### src/rtl/hazard_scoreboard.sv
// hazard_scoreboard
//   Shadows the destination registers of the instructions in EX, MEM and WB,
//   and from that shadow produces the load-use stall/bubble controls and the
//   registered EX-stage forwarding selects for a 5-stage MIPS pipeline.
//
// Ports
//   clk, rst          rising-edge clock, asynchronous active-high reset
//   id_valid          ID holds a real instruction
//   id_rs, id_rt      source register fields of the ID instruction
//   r1_used, r2_used  ID instruction actually reads rs / rt
//   id_dst            destination register of the ID instruction
//   id_reg_write      ID instruction writes the register file
//   id_mem_read       ID instruction is a load
//   flush             kill the ID instruction this cycle (wins over stall)
//   stall             hold PC and IF/ID (combinational)
//   bubble            load a NOP into ID/EX (combinational)
//   fwd_a, fwd_b      EX operand selects: 00 regfile, 01 EX/MEM, 10 MEM/WB
//   stall_count       saturating count of stalled cycles
module hazard_scoreboard #(
  parameter int CNT_W    = 32,
  parameter int ZERO_REG = 0
) (
  input  logic             clk,
  input  logic             rst,
  input  logic             id_valid,
  input  logic [4:0]       id_rs,
  input  logic [4:0]       id_rt,
  input  logic             r1_used,
  input  logic             r2_used,
  input  logic [4:0]       id_dst,
  input  logic             id_reg_write,
  input  logic             id_mem_read,
  input  logic             flush,
  output logic             stall,
  output logic             bubble,
  output logic [1:0]       fwd_a,
  output logic [1:0]       fwd_b,
  output logic [CNT_W-1:0] stall_count
);

  localparam logic [4:0] ZR = ZERO_REG[4:0];

  typedef struct packed {
    logic       v;
    logic [4:0] dst;
    logic       wr;
    logic       ld;
  } slot_t;

  slot_t ex_s, mem_s, wb_s;
  logic  hz_a, hz_b;
  logic [1:0] nxt_a, nxt_b;

  function automatic logic writes(slot_t s, logic [4:0] r);
    return s.v & s.wr & (s.dst == r) & (r != ZR);
  endfunction

  // Nearer producer wins; a load still in EX never forwards (it stalls instead).
  function automatic logic [1:0] fwd_sel(logic used, logic [4:0] r,
                                         slot_t ex, slot_t mem);
    if (!used)                      return 2'b00;
    if (writes(ex, r) && !ex.ld)    return 2'b01;
    if (writes(mem, r))             return 2'b10;
    return 2'b00;
  endfunction

  always_comb begin
    hz_a   = id_valid & r1_used & ex_s.ld & writes(ex_s, id_rs);
    hz_b   = id_valid & r2_used & ex_s.ld & writes(ex_s, id_rt);
    stall  = (hz_a | hz_b) & ~flush;
    bubble = stall | flush;
    nxt_a  = fwd_sel(r1_used, id_rs, ex_s, mem_s);
    nxt_b  = fwd_sel(r2_used, id_rt, ex_s, mem_s);
  end

  always_ff @(posedge clk or posedge rst) begin
    if (rst) begin
      ex_s        <= '0;
      mem_s       <= '0;
      wb_s        <= '0;
      fwd_a       <= 2'b00;
      fwd_b       <= 2'b00;
      stall_count <= '0;
    end else begin
      wb_s  <= mem_s;
      mem_s <= ex_s;
      if (bubble) begin
        ex_s  <= '0;
        fwd_a <= 2'b00;
        fwd_b <= 2'b00;
      end else begin
        ex_s  <= '{v: id_valid, dst: id_dst, wr: id_reg_write, ld: id_mem_read};
        fwd_a <= nxt_a;
        fwd_b <= nxt_b;
      end
      if (stall && (stall_count != {CNT_W{1'b1}}))
        stall_count <= stall_count + {{(CNT_W-1){1'b0}}, 1'b1};
    end
  end

  // WB shadow is held for observability only: the regfile is write-first.
  logic unused_wb;
  assign unused_wb = ^wb_s;

endmodule

### config.mk
export PLATFORM = sky130hd
export DESIGN_NAME = hazard_scoreboard
export DESIGN_NICKNAME = d
export VERILOG_FILES = /design/src/rtl/hazard_scoreboard.sv
export SDC_FILE = /design/constraint.sdc
export NUM_CORES = 1
export LEC_CHECK = 0
export ABC_AREA = 1
export CAP_MARGIN = 0
export CORE_UTILIZATION = 45
export DETAILED_ROUTE_END_ITERATION = 10
export PLACE_DENSITY = 0.71
export REMOVE_ABC_BUFFERS = 1
export SLEW_MARGIN = 20
export SYNTH_ARGS = -nofsm -noshare
export SYNTH_HDL_FRONTEND = slang
export SYNTH_SLANG_ARGS = --single-unit
### constraint.sdc
create_clock -name clk -period 2.3 [get_ports clk]
set_input_delay 0.345 -clock clk [delete_from_list [all_inputs] [get_ports clk]]
set_output_delay 0.345 -clock clk [all_outputs]
set_load 0.01 [all_outputs]
==> flow_summary_export.csv <==
group,metric,value,unit
timing,slew_headroom,0.704,
die,ios,61,
critical_path,crit_chain,"clkdlybuf4s50_1, inv_2, nand2_1, nand2_1, nand2_1, nor2_1, nand3_1, nand2_4, inv_1, nand2_1, dlygate4sd2_1",
logic_synthesis,ys_seq_area_frac,0.395,
logic_synthesis,synth-seq-cells,51,
clocking,cts.sinks,51,
clocking,clockBufferDepth,2,
timing,tightest_slew,0.443,ns
clocking,post_cts_buffers,0,
timing,report.final.hold_viol_count,0,
run_status,status,"finished clean",
detailed_routing,vias,3311,
critical_path,cp.arrival,1.81,ns
detailed_routing,ant_nets,0,
cells_and_area,layout_commonest_cell,"nand2_1",
logic_synthesis,ys.flop_type,"dfrtp_1",
power_and_ir_drop,powerDensity,406,mW/mm^2
power_and_ir_drop,peakVddDrop,0.210,mV
detailed_routing,remaining_drc_errors,0,
cells_and_area,final_cell_mix,"nand2_1, nor2_1, clkdlybuf4s50_1",
timing,worst_slack,0.142,ns
die,die_h,86.8,um
clocking,cts_tree,"built",
clocking,insertion_delay,0.30,ns
critical_path,critPathLaunchType,"primary input",
logic_synthesis,synth_edf_count,0,
critical_path,timing.critical_path.to_type,"primary output",
logic_synthesis,ys_warn_count,0,
clocking,root_buffer,"clkbuf_8",
place,hpwlAfterDp,6730,um
timing,fmax,0.463,GHz
timing,finalSetupViolCount,0,
timing,slew_violations,0,
global_route,grt_max_degree,37,
critical_path,path_common_cell,"nand2_1",
clocking,cts_made_buffers,5,
cells_and_area,drive_above_1_share,0.0966,
place,io_buffer_count,60,
critical_path,worstPathRequired,1.96,ns
cells_and_area,area_delta_synth_final,29.8,%
cells_and_area,final_core_util,0.611,
detailed_routing,via_per_inst,5.05,
logic_synthesis,syn_area,0.00323,mm^2
cells_and_area,fin_nets,583,
critical_path,critPathKind,"primary input to primary output",
logic_synthesis,syn_inst,475,
clocking,cts_hold_buf,0,
logic_synthesis,synth.avg_cell_area,6.81,um^2
global_route,grt_pass1_wl,14800,um
detailed_routing,post_drt_wl_per_cell,13.4,um
die,rows,30,
die,initial_utilization,0.471,
logic_synthesis,synth_area_leaders,"dfrtp_1, nand2_1, nor2_1, nand4_1, inv_1",
timing,hold_ws,0.357,ns
global_route,grt_usage,0.250,
timing,finClkSkew,0.00631,ns
timing,fin_crit,2.16,ns
detailed_routing,firstDrtPassIters,5,
die,die_area,0.00753,mm^2
critical_path,slowest_delay,0.45,ns
global_route,grt_overflow_total,0,
critical_path,slowest_stage,"clkdlybuf4s50_1",
min_path,hp-class,"primary input to async pin",
die,core,0.00687,mm^2
flow_run,drv_cap,0,
detailed_routing,drt_iter0_drc,201,
timing,tns,0,ns
timing,rsz0062_at_grt,"no",
clocking,cts.clk_slew.worst_paths,0.09,ns
clocking,cts_max_level,2,
power_and_ir_drop,leakage,0.00198,uW
timing,timing.final.crit_share,0.938,
global_route,antenna_found_initial,0,
logic_synthesis,netlist.area_leader.share,0.395,
logic_synthesis,async_reset_ff_frac,1.00,
logic_synthesis,yosysTopAreaCell,"dfrtp_1",
critical_path,path_max_fanout,3,
global_route,grt_pass1_vias,3067,
cells_and_area,diodes,0,
detailed_routing,wl,8790,um
die,die_w,86.8,um
place,dp_slack,-0.120,ns
logic_synthesis,synth.distinct_cells,25,
place,place_congestion,0.906,
==> layer usage <==
| layer | global-route usage | share of wire |
|---|---|---|
| met5 | 0 | 0 |
| met4 | 0.0530 | 0.0064 |
| met3 | 0.0371 | 0.061 |
| met2 | 0.384 | 0.44 |
| met1 | 0.374 | 0.50 |
==> repair_timing <==
action,4_1_cts,5_1_grt
endpoints found under the hold margin,0,0
setup endpoints to repair,2,0
gates resized for setup,2,0
==> sequential cells by signal, indices dropped and copies added, names as in the netlist <==
register / cells
stall_count: 32
ex_s: 8
fwd_b: 2
fwd_a: 2
mem_s: 7
==> synthesized netlist by cell type (2+ instances only) <==
| cell type | number |
|---|---|
| nand2_1 | 195 |
| buf_2 | 6 |
| nor3_1 | 3 |
| nor2_2 | 4 |
| dfrtp_1 | 51 |
| o22ai_1 | 2 |
| nand3b_1 | 13 |
| nand3_2 | 3 |
| inv_2 | 9 |
| nor2_1 | 66 |
| buf_6 | 2 |
| clkbuf_1 | 2 |
| buf_1 | 2 |
| nand3_1 | 15 |
| xnor2_1 | 14 |
| o21ai_0 | 2 |
| xor2_1 | 8 |
| inv_1 | 36 |
| nand4_1 | 36 |
==> per-stage QoR <==
| stage | power [uW] | instances | instance area, um^2 |
|---|---|---|---|
| 2_1_floorplan | 1010 | 462 | 3150 |
| 3_3_place_gp | 1110 | 648 | 4100 |
| 3_5_place_dp | 1110 | 648 | 4100 |
| 4_1_cts | 1720 | 655 | 4200 |
| 5_1_grt | 1770 | 655 | 4200 |
| 6_report | 1700 | 655 | 4200 |
==> path summary, 6_finish.rpt <==
path | start | to | slack, ns | cells after the start
hold reg to reg | ex_s[1]$_DFF_PP0_ | mem_s[1]$_DFF_PP0_ | 0.38 | 0
min in group clk | ex_s[1]$_DFF_PP0_ | mem_s[1]$_DFF_PP0_ | 0.38 | 0
setup reg to reg | ex_s[6]$_DFF_PP0_ | stall_count[25]$_DFFE_PP0P_ | 0.28 | 10
max in group asynchronous | rst | stall_count[10]$_DFFE_PP0P_ | 1.36 | 3
setup / recovery | id_rt[2] | bubble | 0.14 | 11
hold / removal | rst | stall_count[20]$_DFFE_PP0P_ | 0.36 | 2
==> cell type report <==
| class | count | area (um^2) |
|---|---|---|
| fillers | 694 | 2670 |
| multi-input cells | 366 | 1710 |
| flip-flops and latches | 51 | 1280 |
| repair buffers | 90 | 823 |
| inverters | 45 | 169 |
| well taps | 96 | 120 |
| clock buffers | 6 | 72.6 |
| clock inverters | 1 | 30.0 |
==> worst max-delay path: cells and delay by family <==
kind                   cells  cell delay, ns
and+or+nand+nor            7            0.61
buffers and inverters      4            0.86
==> report_power, final <==
group	switching (uW)	total (uW)	leakage, uW	internal (uW)
sequential	13.7	923	0.000697	909
clock	292	611	0.0000513	319
combinational	87.2	170	0.00123	82.8
==> cells by family (layout without fill, tap and decap cells) <==
group                      Yosys count  after routing  synth area share
and+or+nand+nor                    336            336             0.451
xor gates and xnor gates            22             22            0.0596
buffers and inverters               58            142            0.0778
adders and majority gates            1              1           0.00387
DFF                                 51             51             0.395
AOI/OAI and AO/OA                    7              7            0.0132
No activity file was read; power rests on OpenSTA's default activity.
